[config.mk]
export PLATFORM = sky130hd
export DESIGN_NAME = result_streamer
export DESIGN_NICKNAME = d
export VERILOG_FILES = /design/src/rtl/result_streamer.sv
export SDC_FILE = /design/constraint.sdc
export NUM_CORES = 1
export LEC_CHECK = 0
export CORE_MARGIN = 3
export CORE_UTILIZATION = 50
export DETAILED_ROUTE_END_ITERATION = 7
export PLACE_DENSITY = 0.8
export SYNTH_ARGS = -nofsm -noshare
export SYNTH_HDL_FRONTEND = slang
export SYNTH_SLANG_ARGS = --single-unit
[constraint.sdc]
create_clock -name clk -period 24.9 [get_ports clk]
set_input_delay 7.47 -clock clk [delete_from_list [all_inputs] [get_ports clk]]
set_output_delay 7.47 -clock clk [all_outputs]
set_load 0.03 [all_outputs]
[src/rtl/result_streamer.sv]
// Drains a latched count of result pairs, packs them P per beat, byte-reverses each beat into network order
// and emits one Avalon-ST packet. Back-to-back beats are separated by an m-cycle fetch phase.
module result_streamer #(
  parameter int DATA_WIDTH  = 512,
  parameter int EMPTY_WIDTH = 6,
  parameter int PAIR_WIDTH  = 32,
  parameter int COUNT_WIDTH = 16
) (
  input  logic                   clk,
  input  logic                   reset,
  input  logic                   start,
  input  logic                   clear_done,
  input  logic [COUNT_WIDTH-1:0] pair_num,
  output logic                   pair_rd_en,
  input  logic [PAIR_WIDTH-1:0]  pair_data,
  output logic [DATA_WIDTH-1:0]  src_data,
  output logic                   src_valid,
  input  logic                   src_ready,
  output logic [EMPTY_WIDTH-1:0] src_empty,
  output logic                   src_sop,
  output logic                   src_eop,
  output logic                   busy,
  output logic                   done
);

  localparam int P   = DATA_WIDTH / PAIR_WIDTH;
  localparam int BPP = PAIR_WIDTH / 8;
  localparam int CW  = $clog2(P) + 1;

  typedef enum logic [1:0] {IDLE, FETCH, SEND, DONE} state_t;

  state_t                 state, state_nx;
  logic [COUNT_WIDTH-1:0] remaining;
  logic                   first;
  logic [CW-1:0]          m_cnt, rd_cnt, cap_cnt;
  logic                   rd_d;
  logic                   idle_like, capture, last_cap, accept;

  function automatic logic [PAIR_WIDTH-1:0] bswap(input logic [PAIR_WIDTH-1:0] x);
    logic [PAIR_WIDTH-1:0] y;
    y = '0;
    for (int b = 0; b < BPP; b++) y[8*b +: 8] = x[PAIR_WIDTH-8-8*b +: 8];
    return y;
  endfunction

  function automatic logic [CW-1:0] lane_count(input logic [COUNT_WIDTH-1:0] n);
    if (n >= COUNT_WIDTH'(P)) return CW'(P);
    return CW'(n);
  endfunction

  assign idle_like = (state == IDLE) || (state == DONE);
  assign capture   = (state == FETCH) && rd_d;
  assign last_cap  = capture && (cap_cnt == m_cnt - 1'b1);
  assign accept    = src_valid && src_ready;

  always_ff @(posedge clk or posedge reset) begin
    if (reset) state <= IDLE;
    else       state <= state_nx;
  end

  always_comb begin
    state_nx = state;
    unique case (state)
      IDLE, DONE: if (start) state_nx = (pair_num == '0) ? DONE : FETCH;
      FETCH:      if (last_cap) state_nx = SEND;
      SEND:       if (accept) state_nx = (remaining != '0) ? FETCH : DONE;
      default:    state_nx = IDLE;
    endcase
  end

  always_comb begin
    pair_rd_en = (state == FETCH) && (rd_cnt < m_cnt);
    busy       = (state == FETCH) || (state == SEND);
  end

  // Each pair lands directly in its byte-reversed slot, so the beat register is the output register.
  always_ff @(posedge clk or posedge reset) begin
    if (reset) begin
      remaining <= '0;
      first     <= 1'b0;
      m_cnt     <= '0;
      rd_cnt    <= '0;
      cap_cnt   <= '0;
      rd_d      <= 1'b0;
      done      <= 1'b0;
      src_data  <= '0;
      src_valid <= 1'b0;
      src_sop   <= 1'b0;
      src_eop   <= 1'b0;
      src_empty <= '0;
    end else begin
      rd_d <= pair_rd_en;
      if (idle_like && start) begin
        remaining <= pair_num;
        first     <= 1'b1;
        m_cnt     <= lane_count(pair_num);
        rd_cnt    <= '0;
        cap_cnt   <= '0;
        src_data  <= '0;
        done      <= (pair_num == '0);
      end else if (idle_like && clear_done) begin
        done <= 1'b0;
      end
      if (pair_rd_en) rd_cnt <= rd_cnt + 1'b1;
      if (capture) begin
        src_data[DATA_WIDTH-1-PAIR_WIDTH*int'(cap_cnt) -: PAIR_WIDTH] <= bswap(pair_data);
        cap_cnt <= cap_cnt + 1'b1;
      end
      if (last_cap) begin
        remaining <= remaining - COUNT_WIDTH'(m_cnt);
        src_valid <= 1'b1;
        src_sop   <= first;
        src_eop   <= (remaining == COUNT_WIDTH'(m_cnt));
        src_empty <= (remaining == COUNT_WIDTH'(m_cnt)) ?
                     EMPTY_WIDTH'((P - int'(m_cnt)) * BPP) : '0;
      end
      if (state == SEND && accept) begin
        src_valid <= 1'b0;
        src_sop   <= 1'b0;
        src_eop   <= 1'b0;
        src_empty <= '0;
        first     <= 1'b0;
        if (remaining != '0) begin
          m_cnt    <= lane_count(remaining);
          rd_cnt   <= '0;
          cap_cnt  <= '0;
          src_data <= '0;
        end else begin
          done <= 1'b1;
        end
      end
    end
  end

endmodule

==> impl_results.md <==
* Crit-path slowest cell: buf_4
* Final Hold Fails at 0
* Met3 wire length at approximately 12000 um
* Post-CTS Resized at 0
* Worst setup EP type: flop
* Cell mode on critical path: buf_4
* Hold path depth at 1
* Io pins at between 500 and 600
* Final setup fails at 0
* Syn Inst Count at 2698
* Setup tns final at 0 ps
* Vias at roughly 23k
* Status: finished clean
* Grt ovf at 0
* Die width at between 200 and 250 um
* Clk sink count at between 500 and 600
* Hold WS at around 500 ps
* Worst Path Required at 25420 ps
* Ys async rst share at 1.00
* Transition time of the tightest slew-check pin at ~1400 ps
* Most common cell in the netlist: nand2_1
* Count of cell types in the netlist at between 50 and 60
* Pre-Repair DR Iteration Count at 6
* GP Congestion at between 0.8 and 0.9
* Total Routing Usage GR at 0.365
* Worst-path cell chain: clkdlybuf4s50_1 > nand2_4 > buf_4 > buf_4 > nand3_1 > a21oi_1
* DP Worst Slack at about 14000 ps
* Cts hold-fix bufs at 0
* Synth Area in Adders at 0.00919
* Die H at around 220 um
* Worst path bufs/invs at 3
* R2r setup slk at 20610 ps
* Max-Cap Viols at 0
* Synth area leader: dfrtp_1
* Clk buf depth at 3
* Row cnt at 79
* Slew HR at 0.0700
* Post-synth EDFFs at 0
* CTS buffer count at 56
* Top-area cell type share of the netlist area at 0.580
* Detail Route Antenna Nets at 0
* Met1 Wirelength at roughly 33000 um
* Vias/cell at between 6 and 7
* Register bit count reported by yosys at roughly 560
* DRC violations left at 0
* Antenna diode count at 0
* Crit Path Category: in -> reg
* Critical R2R Launch: state[0]
* Hold EP: remaining[13]
* CTS tree: built
* Post-Syn Area at 0.0240 sq mm
* Most used DFF post-synth: dfrtp_1
* P per Cell Area at between 80 and 90 mW/mm^2
* Core area at around 0.047 sq mm
* Wire length on met2 at ~42000 um
* Hold Path Class: reg -> reg
* Initial antenna violation count at 0
* Fmax at ~90 MHz
* H-tree Lvls at 2
* Peak VDD IR at about 0.000057 V
* Clock Latency Late Sink at slightly above 600 ps
* Top sig layer: met4
* Initial core utilization at 0.510
* Syn avg cell area at between 8 and 9 sq um
* First-pass GRT wire length at roughly 140000 um
* Post-synthesis sequential area ratio at 0.580
* Period utilisation layout at 0.435
* Detailed Place HPWL at between 50000 and 60000 um
* DRT Wirelength at 94600 um
* CTS root buffer: clkbuf_16
* Worst min-delay path startpoint: remaining[13]
* Number of global-route vias before repair at around 23k
* Final worst setup slack at 14070 ps
* Clk_skew at between 15 and 20 ps
* Crit path from: start
* Yosys warns at 0
* Simple-gate share of the synthesized area at 0.224
* Largest family of logic cells by synthesized area: simple AND/OR/NAND/NOR gates
* DP Cell Count at 3643
* Starting DRT DRC Count at approximately 3k
* Synth Area in XOR/XNOR at 0.00496
* Synth area leaders: dfrtp_1 (58%), a21oi_1 (11%), nand3_1 (11%), nand2_1 (8.7%), clkbuf_1 (3.0%)
* Final min period at 10830 ps
* I/O Buffers at roughly 570
* Final Max Tran Viols at 0
* Pleak at ~13 nW
* Final nets at 3164
* RSZ-0062 raised after global routing: false
* Area Growth Syn to Fin at 32.8%
* Mux share of post-synthesis cell area at 0.000888
* Clk slew on worst S/H paths at roughly 70 ps
* Fraction of layout cells with a size suffix above 1 at 0.0589
* Post-CTS setup buffers at 0
* Pin count of the biggest net entering global routing at between 200 and 250
* CP max stage delay at between 900 and 1000 ps
* CP Max Fanout at approximately 100
* Die area at a little over 0.05 sq mm
* Most frequent cells after synthesis: nand2_1 (557), dfrtp_1 (555), a21oi_1 (540)
* WP data arrival at approximately 11000 ps
* WL per Instance at between 20 and 30 um
* Critical Path Source Type: input pin
* Worst r2r path cells at 7
* Critical path's top delay family: buffers and inverters
* Worst R2R End: src_data[443]
* Complex-gate fraction of the synthesized area at 0.129
* Cell Count, Final, Fillers Out at roughly 3.7k
## cells by family after synthesis
family | after synthesis
muxes | 2
and+or+nand+nor | 1202
DFF | 555
xor gates and xnor gates | 12
buffers and inverters | 312
adders and majority gates | 17
AOI/OAI and AO/OA | 597
other | 1
## sequential cells by signal (all words and copies together) (netlist names)
name	flops
state	2
src_sop	1
src_eop	1
src_valid	1
rd_cnt	5
cap_cnt	5
m_cnt	5
src_empty	4
rd_d	1
remaining	16
src_data	512
done	1
first	1
## layer usage
metal / vias to the layer above / GRT usage
li1: 9933 / -
met4: 0 / 0.232
met3: 394 / 0.123
met5: - / 0
met2: 1595 / 0.551
met1: 11334 / 0.454
## per-stage QoR
| step | total power [mW] | area [sq um] | util |
|---|---|---|---|
| global placement | 1.67 | 29800 | 0.635 |
| detailed placement | 1.69 | 29800 | 0.635 |
| global route | 2.69 | 31800 | 0.678 |
| finish | 2.59 | 31800 | 0.678 |
| floorplan | 1.46 | 24000 | - |
| CTS | 2.59 | 31800 | 0.678 |
## layout make-up
| class | instances | area [sq um] |
|---|---|---|
| flip-flops and latches | 555 | 13900 |
| fillers | 3637 | 15100 |
| multi-input cells | 1832 | 8890 |
| clock buffers | 82 | 1690 |
| inverters | 14 | 60.1 |
| clock inverters | 22 | 305 |
| repair buffers | 635 | 6220 |
| well taps | 607 | 759 |
## how the worst max path moves through the flow
stage	end	slack, ps	cells after the start
floorplan	cap_cnt[0]	1910	1
global placement	src_data[226]	13720	6
detailed placement	src_data[375]	13570	6
CTS	src_data[231]	14200	6
global route	src_data[375]	13840	6
finish	src_data[443]	14070	6
## power breakdown
part	switching, mW	internal, mW	total, mW
sequential	0.0617	0.965	1.03
combinational	0.464	0.192	0.656
clock	0.367	0.543	0.910
## placed cells by master (no fill, tap or decap), types with 4 or more instances in the layout
cell type	count
ha_1	16
clkinv_2	9
nor2_2	9
bufinv_16	7
nand2_1	556
a31oi_1	4
or3_1	4
a211oi_1	8
nand3b_1	4
clkbuf_1	8
nor3_2	7
a311oi_1	8
o21ai_1	6
clkbuf_8	17
inv_1	13
xnor2_1	10
dfrtp_1	555
clkdlybuf4s50_1	574
nor4_1	10
a21oi_1	540
nor2_1	37
nand2b_1	10
nand3_1	533
clkbuf_16	57
buf_4	60
and3_1	9
o21ai_0	15
Note: power is estimated with default switching activity, not from simulation.
